### config.mk
export PLATFORM = sky130hd
export DESIGN_NAME = alu_nibble_seq
export DESIGN_NICKNAME = d
export VERILOG_FILES = /design/src/rtl/alu_nibble_seq.sv
export SDC_FILE = /design/constraint.sdc
export NUM_CORES = 1
export LEC_CHECK = 0
export CAP_MARGIN = 25
export CORE_ASPECT_RATIO = 0.6
export CORE_UTILIZATION = 45
export CTS_CLUSTER_SIZE = 10
export DETAILED_ROUTE_END_ITERATION = 10
export GPL_TIMING_DRIVEN = 0
export PLACE_DENSITY = 0.8
export SLEW_MARGIN = 20
export SYNTH_ARGS = -nofsm -noshare
export SYNTH_HDL_FRONTEND = slang
export SYNTH_SLANG_ARGS = --single-unit
### constraint.sdc
create_clock -name clk -period 3.26 [get_ports clk]
set_input_delay 0.652 -clock clk [delete_from_list [all_inputs] [get_ports clk]]
set_output_delay 0.652 -clock clk [all_outputs]
set_load 0.02 [all_outputs]
### src/rtl/alu_nibble_seq.sv
// ============================================================================
// Module      : alu_nibble_seq
// Description : Nibble-serial ALU. One 4-bit slice processes one nibble per
//               cycle, LSB first, with the carry registered between nibbles.
// Revision    : 1.0 - initial release
// ============================================================================
`default_nettype none

module alu_nibble_seq #(
    parameter int WIDTH = 16
) (
    input  logic             clk,
    input  logic             rst,
    input  logic             start,
    input  logic [WIDTH-1:0] a,
    input  logic [WIDTH-1:0] b,
    input  logic             cin,
    input  logic [2:0]       op,
    output logic             busy,
    output logic             done,
    output logic [WIDTH-1:0] f,
    output logic             cout,
    output logic             zero
);

    localparam int c_NIB = WIDTH / 4;
    localparam int c_KW  = (c_NIB > 1) ? $clog2(c_NIB) : 1;
    localparam logic [WIDTH-1:0] c_MASK = WIDTH'(4'hF);
    localparam logic [c_KW-1:0]  c_LAST = c_KW'(c_NIB - 1);

    localparam logic [1:0] c_S_IDLE = 2'd0;
    localparam logic [1:0] c_S_RUN  = 2'd1;
    localparam logic [1:0] c_S_DONE = 2'd2;

    localparam logic [2:0] c_OP_ADD  = 3'b000;
    localparam logic [2:0] c_OP_SUB  = 3'b001;
    localparam logic [2:0] c_OP_AND  = 3'b010;
    localparam logic [2:0] c_OP_OR   = 3'b011;
    localparam logic [2:0] c_OP_XOR  = 3'b100;
    localparam logic [2:0] c_OP_NOTA = 3'b101;
    localparam logic [2:0] c_OP_PASB = 3'b110;
    localparam logic [2:0] c_OP_INC  = 3'b111;

    logic [1:0]       r_state;
    logic [1:0]       w_state_nxt;
    logic [WIDTH-1:0] r_a;
    logic [WIDTH-1:0] r_b;
    logic [2:0]       r_op;
    logic [c_KW-1:0]  r_k;
    logic             r_carry;
    logic [WIDTH-1:0] r_work;
    logic [WIDTH-1:0] r_f;
    logic             r_cout;
    logic             r_zero;

    logic             w_accept;
    logic             w_last;
    logic [c_KW+1:0]  w_sh;
    logic [3:0]       w_an;
    logic [3:0]       w_bn;
    logic [3:0]       w_s;
    logic             w_c;
    logic [WIDTH-1:0] w_work_nxt;

    // DONE is not busy, so a start seen there is accepted back-to-back
    assign w_accept = start && (r_state != c_S_RUN);
    assign w_last   = (r_k == c_LAST);

    always_comb begin
        w_state_nxt = r_state;
        case (r_state)
            c_S_IDLE: if (w_accept) w_state_nxt = c_S_RUN;
            c_S_RUN:  if (w_last)   w_state_nxt = c_S_DONE;
            c_S_DONE: w_state_nxt = start ? c_S_RUN : c_S_IDLE;
            default:  w_state_nxt = c_S_IDLE;
        endcase
    end

    // Single 4-bit slice working on nibble r_k
    always_comb begin
        w_sh = {r_k, 2'b00};
        w_an = 4'(r_a >> w_sh);
        w_bn = 4'(r_b >> w_sh);
        w_s  = 4'h0;
        w_c  = 1'b0;
        case (r_op)
            c_OP_ADD:  {w_c, w_s} = {1'b0, w_an} + {1'b0, w_bn} + {4'b0, r_carry};
            c_OP_SUB:  {w_c, w_s} = {1'b0, w_an} + {1'b0, ~w_bn} + {4'b0, r_carry};
            c_OP_INC:  {w_c, w_s} = {1'b0, w_an} + {4'b0, r_carry};
            c_OP_AND:  w_s = w_an & w_bn;
            c_OP_OR:   w_s = w_an | w_bn;
            c_OP_XOR:  w_s = w_an ^ w_bn;
            c_OP_NOTA: w_s = ~w_an;
            c_OP_PASB: w_s = w_bn;
            default:   w_s = 4'h0;
        endcase
        w_work_nxt = (r_work & ~(c_MASK << w_sh)) | (WIDTH'(w_s) << w_sh);
    end

    always_ff @(posedge clk) begin
        if (rst) begin
            r_state <= c_S_IDLE;
            r_a     <= '0;
            r_b     <= '0;
            r_op    <= '0;
            r_k     <= '0;
            r_carry <= 1'b0;
            r_work  <= '0;
            r_f     <= '0;
            r_cout  <= 1'b0;
            r_zero  <= 1'b1;
        end else begin
            r_state <= w_state_nxt;
            if (w_accept) begin
                r_a     <= a;
                r_b     <= b;
                r_op    <= op;
                r_k     <= '0;
                r_carry <= (op == c_OP_INC) ? 1'b1 : cin;
            end else if (r_state == c_S_RUN) begin
                r_work  <= w_work_nxt;
                r_carry <= w_c;
                r_k     <= r_k + 1'b1;
                if (w_last) begin
                    r_f    <= w_work_nxt;
                    r_cout <= w_c;
                    r_zero <= (w_work_nxt == '0);
                end
            end
        end
    end

    assign busy = (r_state == c_S_RUN);
    assign done = (r_state == c_S_DONE);
    assign f    = r_f;
    assign cout = r_cout;
    assign zero = r_zero;

endmodule

`default_nettype wire

==> impl_summary.md <==
Routing
The routed design uses 986 um of met3 wire. The violation count after the first detailed-route iteration is 292. Detailed routing placed a total of 4600 um of wire on met2. The detailed router used layers up to and including met4. The average detailed-routed wire length per instance is 16.7 um. Summed over all layers, the routed wires come to 10600 um.

The routed layout has 3631 vias. The met1 wire length is 4910 um. Before antenna repair, the detailed router went through 5 iterations. Dividing the detail-routed via count by the number of cells gives 5.72. The remaining antenna violation count after routing is 0. In the routed design, unresolved DRC markers number 0.

Clocking
Counting the buffers created by CTS gives 9. Clock-pin slew was measured on the worst setup and hold paths at 0.06 ns. For this design, the sink count on the clock tree is 70. The later pin in the worst-skew pair is clocked with a latency of 0.33 ns. The cell at the root of the clock tree is sky130_fd_sc_hd__clkbuf_16. The maximum level of the CTS H-tree is 3. Counting along the longest clock path gives a buffer depth of 2. TritonCTS built the clock tree.

Finish
With fillers left out, the area of the finished cells amounts to 0.00484 sq mm. The area growth from synthesis to layout is 30.7%. The fraction of layout instances using a drive strength above 1 is 12.5%. The fraction of the core area covered by cells at the end of the flow is 61.2%.

The repair_antennas step left the layout with diodes totalling 0. At the end of the flow, the number of nets in the layout was 583.

Logic synthesis
The biggest area consumer among synthesized cells is sky130_fd_sc_hd__dfxtp_1. Synthesis inferred 70 register bits. The area share of the largest cell type after synthesis is 37.8%.

The count of yosys warnings during synthesis is 0. Summing the sequential cell areas from Yosys gives 37.8% of the chip area. After synthesis, the cell types taking the most area are sky130_fd_sc_hd__dfxtp_1 38%, sky130_fd_sc_hd__nand2_1 8.6%, sky130_fd_sc_hd__a21oi_1 7.3%, sky130_fd_sc_hd__ha_1 5.7%, sky130_fd_sc_hd__mux4_2 4.9%. The flip-flop cell with the highest count after synthesis is sky130_fd_sc_hd__dfxtp_1. After synthesis, the share of flip-flops with an asynchronous set or reset is 0%. The number of enable flip-flop cells after synthesis is 0.

The netlist area before placement is 0.00371 sq mm. A synthesized cell averages 8.33 sq um. Counting instances in the post-synthesis netlist gives the leading cell types as 85 x sky130_fd_sc_hd__nand2_1, 70 x sky130_fd_sc_hd__dfxtp_1, 54 x sky130_fd_sc_hd__a21oi_1. The net count after synthesis is 505. The leading cell type by number of instances after synthesis is sky130_fd_sc_hd__nand2_1.

The cell count after synthesis came out at 445. The netlist uses 46 different library cells.

GRT
The maximum number of pins on one net before global-route repair is 13. The initial antenna violation count was 0. Global routing used 25.2% of the available tracks.

The final global-route overflow total is 0. The first global-routing pass estimated 16700 um of wire. The number of global-route vias before repair was 3356.

STA
Clock skew on the completed layout was measured at 0.00651 ns. The count of endpoints failing hold in the final timing report is 0. Derived from the worst setup path, the maximum achievable clock frequency is 313 MHz. Measured against its own limit, the worst slew margin works out to 55.7%. The share of the clock period used by the worst path after layout is 97.9%. The transition at the pin with the smallest max-transition slack is 0.664 ns.

The shortest clock period the worst path allows after layout is 3.19 ns. Setup repair after global routing could not meet its margin everywhere. Setup violations remaining at the end of the flow were counted as 0. The post-route worst setup slack is 0.0697 ns. The number of max-slew violations in the final report is 0.

Setup path
The endpoint required time on the critical path is 3.47 ns. The type of the worst setup path is flop to flop. The kind of end point of the critical path is a flop. The arrival time at the worst endpoint is 3.40 ns. The startpoint type of the worst setup path is a flop. The highest fanout seen on the critical path is 10.

Floorplan
The placeable core region is 0.00791 sq mm. In this run the core area contains 25 standard-cell rows. The floorplan step set the die width to 119 um. Measured along the y axis, the die boundary spans 72.3 um. The die covers 0.00862 sq mm.

The number of primary I/O pins is 59. Once the floorplan was initialized, standard cells occupied 46.8% of the core.

Power and ir drop
The largest vdd supply drop is 0.000335 V. The total power is 2.31 mW. The leakage power of the design is 1.80 nW. The power density over the cells is 476 mW/mm^2.

Min path
The type of the worst min-delay path is flop to flop.

Placement
The placed wire-length estimate is 7380 um. The number of input and output port buffers inserted is 57. Timing analysis after detailed placement gives a worst setup slack of -0.269 ns. Once placement finished, the instance area stood at 0.00441 sq mm. The weighted congestion reported at the end of routability-driven placement is 0.910.

Flow run
Across the run, the number of max-cap violations was 0.

Outcome
The flow ran to the end, and the final reports show no timing, DRC or antenna violations.
-- routing by layer --
| layer | global-route usage [%] | up-vias |
|---|---|---|
| met2 | 37.3 | 164 |
| met4 | 6.61 | 0 |
| met1 | 35.2 | 1759 |
| met5 | 0 | - |
| li1 | - | 1696 |
| met3 | 8.18 | 12 |
-- power by group --
group	switching, mW	internal, mW	total (mW)
Clock	0.370	0.554	0.925
Combinational	0.273	0.194	0.468
Sequential	0.0241	0.891	0.915
-- through the flow --
step / cells / hold WS [ns] / TNS [ns]
finish: 635 / 0.454 / 0
global route: 635 / 0.475 / -0.0425
CTS: 632 / 0.453 / 0
detailed placement: 610 / 0.446 / -2.40
global placement: 610 / 0.441 / -2.10
floorplan: 445 / 0.433 / 0
-- cell type report --
type	count	area (sq um)
buffer	33	163
tap	108	135
timing repair buffer	68	653
inverter	21	81.3
clock inverter	4	31.3
sequential	70	1410
clock buffer	11	253
fill	661	3070
multi-input combinational	320	2120
-- kinds of logic after synthesis --
group / Yosys count / share of synthesized area (%)
compound gates: 111 / 20.8
fa+ha+maj: 21 / 7.90
buf+inv: 55 / 6.45
simple gates: 174 / 20.7
mux: 11 / 5.67
xor+xnor: 3 / 0.709
flops: 70 / 37.8
-- final timing paths --
path | cells past startpoint | end | startpoint | slack, ns
setup / recovery | 14 | zero$_SDFFE_PP1P_ | r_k[0]$_SDFFE_PP0P_ | 0.07
hold / removal | 2 | r_b[6]$_SDFFE_PP0P_ | r_b[6]$_SDFFE_PP0P_ | 0.45
setup reg to reg | 14 | zero$_SDFFE_PP1P_ | r_k[0]$_SDFFE_PP0P_ | 0.07
hold reg to reg | 2 | r_b[6]$_SDFFE_PP0P_ | r_b[6]$_SDFFE_PP0P_ | 0.45
-- flip-flops by register name (all words and copies together) (netlist names) --
register,flops
f,16
r_a,16
r_b,16
r_work,12
r_op,3
r_k,2
r_state,2
cout,1
r_carry,1
zero,1
-- critical path, cell delays in order, from the launching register on --
cell                      delay [ns]
sky130_fd_sc_hd__dfxtp_2        0.32
sky130_fd_sc_hd__buf_6          0.13
sky130_fd_sc_hd__buf_8          0.14
sky130_fd_sc_hd__mux4_2         0.30
sky130_fd_sc_hd__inv_2          0.07
sky130_fd_sc_hd__fa_2           0.38
sky130_fd_sc_hd__fa_2           0.42
sky130_fd_sc_hd__buf_4          0.14
sky130_fd_sc_hd__nor2_1         0.08
sky130_fd_sc_hd__nor3_1         0.06
sky130_fd_sc_hd__nor4_1         0.36
sky130_fd_sc_hd__a41o_1         0.16
sky130_fd_sc_hd__buf_6          0.17
sky130_fd_sc_hd__nor4_4         0.04
sky130_fd_sc_hd__a221o_1        0.29
-- cell usage in the layout, fill, tap and decap left out, types with 4 or more instances in the layout --
cell,instances
sky130_fd_sc_hd__nand2_1,85
sky130_fd_sc_hd__dfxtp_1,68
sky130_fd_sc_hd__clkdlybuf4s50_1,57
sky130_fd_sc_hd__a21oi_1,52
sky130_fd_sc_hd__nor2_1,45
sky130_fd_sc_hd__clkbuf_1,24
sky130_fd_sc_hd__inv_1,17
sky130_fd_sc_hd__ha_1,17
sky130_fd_sc_hd__nor3_1,15
sky130_fd_sc_hd__a22oi_1,12
sky130_fd_sc_hd__buf_4,11
sky130_fd_sc_hd__nor2b_1,9
sky130_fd_sc_hd__clkbuf_16,9
sky130_fd_sc_hd__mux4_2,8
sky130_fd_sc_hd__o21ai_0,7
sky130_fd_sc_hd__a221oi_2,6
sky130_fd_sc_hd__o211ai_1,5
sky130_fd_sc_hd__buf_2,4
sky130_fd_sc_hd__nand3b_1,4
sky130_fd_sc_hd__o41ai_1,4
-- what timing repair did --
| item | CTS | global route |
|---|---|---|
| gates resized for setup | 15 | 9 |
| setup buffers | 7 | 4 |
| cloned | 0 | 0 |
| endpoints found under the setup margin | 15 | 13 |
| hold buffers | 0 | 0 |
| pin swaps | 3 | 8 |
Power figures use the tool's default switching activity.
